`src/rtl/p09_sync_debounce.sv`:
```
// rtl/p09_sync_debounce.sv - multi-channel input synchronizer with debounce filter and edge strobes
//
// Purpose:
//   Conditions WIDTH asynchronous pad-level inputs for core logic. Each channel
//   passes through an FF_COUNT-deep synchronizer, then a debounce filter that
//   only accepts a new level after DEBOUNCE_CYCLES consecutive cycles of
//   disagreement with the current level. Accepted transitions produce one-cycle
//   rise/fall strobes that coincide with the first cycle level_o shows the new
//   value.
//
// Ports:
//   clk        in   1      single clock, all state on rising edge
//   reset_n    in   1      synchronous active-low reset (not synchronized here)
//   in         in   WIDTH  asynchronous raw inputs
//   level_o    out  WIDTH  debounced, synchronized level
//   rise_o     out  WIDTH  one-cycle pulse on accepted 0->1 of level_o
//   fall_o     out  WIDTH  one-cycle pulse on accepted 1->0 of level_o
//   changed_o  out  1      registered OR of all rise/fall strobes
module p09_sync_debounce #(
   parameter int               WIDTH           = 4,
   parameter int               FF_COUNT        = 3,
   parameter int               DEBOUNCE_CYCLES = 16,
   parameter logic [WIDTH-1:0] RESET_VALUE     = '0
) (
   input  logic             clk,
   input  logic             reset_n,
   input  logic [WIDTH-1:0] in,
   output logic [WIDTH-1:0] level_o,
   output logic [WIDTH-1:0] rise_o,
   output logic [WIDTH-1:0] fall_o,
   output logic             changed_o
);

   // Counter must be able to hold DEBOUNCE_CYCLES-1; sized with one spare code
   // so DEBOUNCE_CYCLES=1 still yields a legal 1-bit counter.
   localparam int             CW       = $clog2(DEBOUNCE_CYCLES + 1);
   localparam logic [CW-1:0]  CNT_LAST = CW'(DEBOUNCE_CYCLES - 1);
   localparam logic [CW-1:0]  CNT_ONE  = CW'(1);

   // Synchronizer: stage k holds all channels' bit at depth k.
   logic [FF_COUNT-1:0][WIDTH-1:0] pipe_q;
   logic [FF_COUNT-1:0][WIDTH-1:0] pipe_d;
   logic [WIDTH-1:0]               sync_s;

   // Debounce state.
   logic [WIDTH-1:0][CW-1:0]       cnt_q;
   logic [WIDTH-1:0][CW-1:0]       cnt_d;
   logic [WIDTH-1:0]               level_q;
   logic [WIDTH-1:0]               level_d;
   logic [WIDTH-1:0]               rise_q;
   logic [WIDTH-1:0]               rise_d;
   logic [WIDTH-1:0]               fall_q;
   logic [WIDTH-1:0]               fall_d;
   logic                           changed_q;
   logic                           changed_d;

   // Plain shift register, no logic between stages.
   always_comb begin
      pipe_d = {pipe_q[FF_COUNT-2:0], in};
   end

   assign sync_s = pipe_q[FF_COUNT-1];

   // Per-channel filter. Any agreement between the synchronized input and the
   // current level clears the count, so partial counts never carry over. The
   // count saturates by construction: reaching CNT_LAST with continued
   // disagreement accepts the level and restarts at zero.
   always_comb begin
      cnt_d   = cnt_q;
      level_d = level_q;
      rise_d  = '0;
      fall_d  = '0;
      for (int ch = 0; ch < WIDTH; ch++) begin
         if (sync_s[ch] == level_q[ch]) begin
            cnt_d[ch] = '0;
         end else if (cnt_q[ch] == CNT_LAST) begin
            level_d[ch] = sync_s[ch];
            cnt_d[ch]   = '0;
            rise_d[ch]  = sync_s[ch];
            fall_d[ch]  = ~sync_s[ch];
         end else begin
            cnt_d[ch] = cnt_q[ch] + CNT_ONE;
         end
      end
      changed_d = |(rise_d | fall_d);
   end

   always_ff @(posedge clk) begin
      if (!reset_n) begin
         pipe_q    <= {FF_COUNT{RESET_VALUE}};
         cnt_q     <= '0;
         level_q   <= RESET_VALUE;
         rise_q    <= '0;
         fall_q    <= '0;
         changed_q <= 1'b0;
      end else begin
         pipe_q    <= pipe_d;
         cnt_q     <= cnt_d;
         level_q   <= level_d;
         rise_q    <= rise_d;
         fall_q    <= fall_d;
         changed_q <= changed_d;
      end
   end

   assign level_o   = level_q;
   assign rise_o    = rise_q;
   assign fall_o    = fall_q;
   assign changed_o = changed_q;

endmodule

```
`config.mk`:
```
export PLATFORM = sky130hd
export DESIGN_NAME = p09_sync_debounce
export DESIGN_NICKNAME = d
export VERILOG_FILES = /design/src/rtl/p09_sync_debounce.sv
export SDC_FILE = /design/constraint.sdc
export NUM_CORES = 1
export LEC_CHECK = 0
export ABC_AREA = 1
export BUFFER_PORTS_ARGS = -buffer_cell sky130_fd_sc_hd__buf_4
export CORE_ASPECT_RATIO = 0.6
export CORE_MARGIN = 5
export CORE_UTILIZATION = 30
export DETAILED_ROUTE_END_ITERATION = 12
export SYNTH_ARGS = -nofsm -noshare
export SYNTH_HDL_FRONTEND = slang
export SYNTH_SLANG_ARGS = --single-unit
export TNS_END_PERCENT = 1
```
`constraint.sdc`:
```
create_clock -name clk -period 3.2 [get_ports clk]
set_clock_uncertainty 0.05 [all_clocks]
set_input_delay 0 -clock clk [delete_from_list [all_inputs] [get_ports clk]]
set_output_delay 0 -clock clk [all_outputs]
set_load 0.005 [all_outputs]
```
# After elaboration in Yosys (flattened, before gate mapping)
# Index checks and enable logic that the tools add are counted.
[word_totals] ff_bits=45 in_bits=6
[op_classes] add_sub_neg=4 eq_ne=8 n_mux=16 n_bitwise=10 reduce_logical=9
[ops] cell="$add A5 B1 Y5 const B" count=4
[ops] cell="$eq A5 B4 Y1 const B" count=4
[ops] cell="$mux W1" count=16
[ops] cell="$reduce_or A3 Y1" count=4
[ops] cell="$not A1 Y1" count=9
[ops] cell="$reduce_and A2 Y1" count=4
[ops] cell="$eq A1 B1 Y1" count=4
[ops] cell="$or A4 B4 Y4" count=1
[ops] cell="$reduce_or A4 Y1" count=1

# Longest topological paths before layout
[logic_depth] word_depth=5 mapped_depth=8 depth_no_buf=8

# Worst setup path after synthesis
# OpenSTA, ideal clock, no wires.
[synth_path] kind="flip-flop to flip-flop" startpoint="register cnt_q[10] (netlist name)" endpoint="register cnt_q[12] (netlist name)" arrival_ns=1.233 setup_slack_ns=1.843 path_stages_with_launch=8 n_path_buf=0 cell_sequence="dfxtp_1 -> ha_1 -> nand2_1 -> nor2_1 -> ha_1 -> inv_1 -> nand4_1 -> nor3b_2"
[synth_between] elab_chain_len=2 word_cells_on_any_way=3
[synth_rtl] item="from (decl)" line="46" source="logic [WIDTH-1:0][CW-1:0] cnt_q;"
[synth_rtl] item="from (signal assigned)" line="98" source="cnt_q <= cnt_d;"
[synth_rtl] item="branches (longest 2 deep; another with $add A5 B1 Y5)"
# Several ways; the timed one is not identified.
# A chain may end at the register's enable or synchronous reset.

# Worst setup path in the final report
# Same ends and word-level chain as after synthesis.

==> impl_results.md <==
- Outcome: finished, final reports clean
- Maximum capacitance violations: 0
- Maximum VDD drop: 167 uV
- Mapped Cells: 184
- DP Area: 0.00183 mm^2
- Post-DR vias/cell: 4.20
- Total CTS buffers: 5
- Syn nets: 198
- Post-Synth XOR/XNOR Area: 0
- Sequential area share after synthesis: 0.551
- Hold WC Path Type: in2reg
- Largest net degree at the start of global routing: 22
- Total of warnings raised by yosys: 0
- Placed instance count: 266
- CTS sink count: 45
- Count of flip-flops with a built-in enable after synthesis: 0
- DRC errors left: 0
- Adder-Cell Fraction of Synth Area: 0.0613
- DR vias: 1,171
- CP startpoint kind: register
- Router iterations before antenna repair: 5
- Avg WL per Cell: 9.50 um
- Syn Area/Cell: 8.88 um^2
- Share of cells above drive strength 1: 0.155
- Final net count: 226
- Prevailing post-synth register cell: dfxtp_1
- Max Freq: 654 MHz
- Area grow syn2layout: 22.1%
- Vias in the first global route: 1,092
- Post-synthesis mux area share: 0
- Crit path arrival time: 1.71 ns
- Power Density: 512 mW/mm^2
- Max-slew violations: 0
- N_diodes: 0
- Die area: 0.00707 mm^2
- CP max stage delay: 0.35 ns
- Post-route ant nets: 0
- Dominant cell type by area after synthesis: dfxtp_1
- Post-DP HPWL: 1920 um
- H-tree lvl count: 2
- Crit Path Class: reg2reg
- FF+latch count, synth: 45
- Cell variety after synth: 19
- Clk root buf: clkbuf_8
- Fin crit period: 1.53 ns
- RSZ-0062 raised after global routing: false
- CP required: 3.38 ns
- Post-synth top area share: 0.551
- Tot GR Track Use: 0.0858
- Final period utilization: 0.478
- Synth Area in Simple Gates: 0.254
- Crit-path most repeated cell: ha_1
- Mapped cell area: 0.00163 mm^2
- Starting Density: 0.315
- CP endpoint kind: register
- Largest family of logic cells by synthesized area: simple AND/OR/NAND/NOR gates
- Slew at the pin closest to its max-slew limit: 0.261 ns
- CTS tree: done
- Number of DRC markers in iteration 0: 70
- Fin. Hold Viols: 0
- Site Rows: 20
- Initial antenna violation count: 0
- Top post-synthesis cells by area: dfxtp_1 55%, inv_1 8.3%, nand2_1 6.9%, ha_1 6.1%, nor2_1 5.3%
- Die Span X: 105 um
- # hold bufs at CTS: 5
- Port bufs: 18
- Power Total: 1.02 mW
- Placer Congestion: 0.670
- Complex-gate fraction of the synthesized area: 0.0352
- Grt total ovfl: 0
- Post-CTS setup buffer count: 0
- Max transition margin: 0.826
- First-pass GRT wire length: 4780 um
- Core ar.: 0.00518 mm^2
- Routed wire length: 2650 um
- CTS clk-pin slew, worst paths: 0.09 ns
- Max Buffers Root-to-Sink: 2
- Fin area: 0.00200 mm^2
- Post-synth ARST share: 0
- Sum Neg Setup Slack: 0 ns
- Die Span Y: 67.2 um
- PostCTS Resize Cnt: 0
- # setup viols final: 0
- Clk_lat worst skew: 0.30 ns
- Leak Pwr: 0.846 nW
- Fillers: 489
- Final std cells w/o fill: 279
- Crit path cell chain: ha_1, nand2_1, nor2_1, ha_1, inv_1, nand4_1, nor3b_2
- CP Max Fanout: 5
- Crit path max-delay cell type: dfxtp_1
- Ports: 19
per-layer routing:
metal / track usage / routed length (um)
met3: 0.0353 / 170
met1: 0.113 / 1420
met4: 0.0295 / 16
met2: 0.127 / 1050
met5: 0 / 0
synthesized netlist by cell type (2+ instances only):
library cell  number
o21ai_0            3
nand3_1            9
ha_1               8
nor4_1             4
nand2_1           30
nor3b_2            3
nand4_4            2
nand4_1            5
nor3_1             3
nor2_1            23
inv_1             36
dfxtp_1           45
a21oi_1            7
stage by stage:
stage          hold WS (ns)  utilization  setup slack (ns)
4_1_cts             0.00156        0.385              1.67
3_3_place_gp          0.133        0.353              1.73
5_1_grt             0.00650        0.385              1.51
3_5_place_dp          0.137        0.353              1.70
2_1_floorplan        0.0476            -              1.84
6_report            0.00673        0.385              1.67
critical path: cells and delay by family, from the launching register on:
kind / cells / cell delay, ns
adders and majority gates: 2 / 0.44
and+or+nand+nor: 4 / 0.55
buffers and inverters: 1 / 0.09
DFF: 1 / 0.35
power by group:
part	switching (mW)	internal (mW)	leakage, nW
sequential	0.00298	0.566	0.365
combinational	0.0139	0.0118	0.427
clock	0.193	0.234	0.0543
total	0.210	0.812	0.846
kinds of logic after synthesis:
logic type / after synthesis
compound gates: 11
flops: 45
buf+inv: 39
simple gates: 81
fa+ha+maj: 8
cells in the final DEF (no fill, tap or decap):
| cell type | instances |
|---|---|
| dfxtp_1 | 45 |
| inv_1 | 36 |
| nand2_1 | 30 |
| nor2_1 | 23 |
| buf_4 | 18 |
| nand3_1 | 9 |
| ha_1 | 8 |
| a21oi_1 | 7 |
| nand4_1 | 5 |
| clkbuf_8 | 5 |
| dlygate4sd3_1 | 5 |
| nor4_1 | 4 |
| o21ai_0 | 3 |
| nor3b_2 | 3 |
| nor3_1 | 3 |
| nand4_4 | 2 |
| nand4_2 | 1 |
| inv_2 | 1 |
| o31ai_1 | 1 |
| nor3b_1 | 1 |
| clkinv_4 | 1 |
| clkinvlp_4 | 1 |
| bufinv_16 | 1 |
layout make-up:
class | count | area [um^2] | share of cell area
clock buffers | 5 | 68.8 | 0.0345
clock inverters | 3 | 46.3 | 0.0232
inverters | 37 | 139 | 0.0696
multi-input cells | 100 | 573 | 0.287
flip-flops and latches | 45 | 901 | 0.451
well taps | 66 | 82.6 | 0.0414
repair buffers | 23 | 185 | 0.0928
sequential cells by signal, summed over array words and instances (netlist names):
name,flops
fall_o,4
changed_o,1
sync_s,4
cnt_q,20
pipe_d,8
level_o,4
rise_o,4
worst paths after layout:
kind	slack, ns	end	depth (start not counted)	from
worst max register to register	1.67	cnt_q[12]	7	cnt_q[10]
worst min register to register	0.36	pipe_d[10]	2	pipe_d[6]
worst max-delay path	1.67	cnt_q[12]	7	cnt_q[10]
worst min-delay path	0.007	pipe_d[10]	3	reset_n
(Power assumes the default switching activity.)
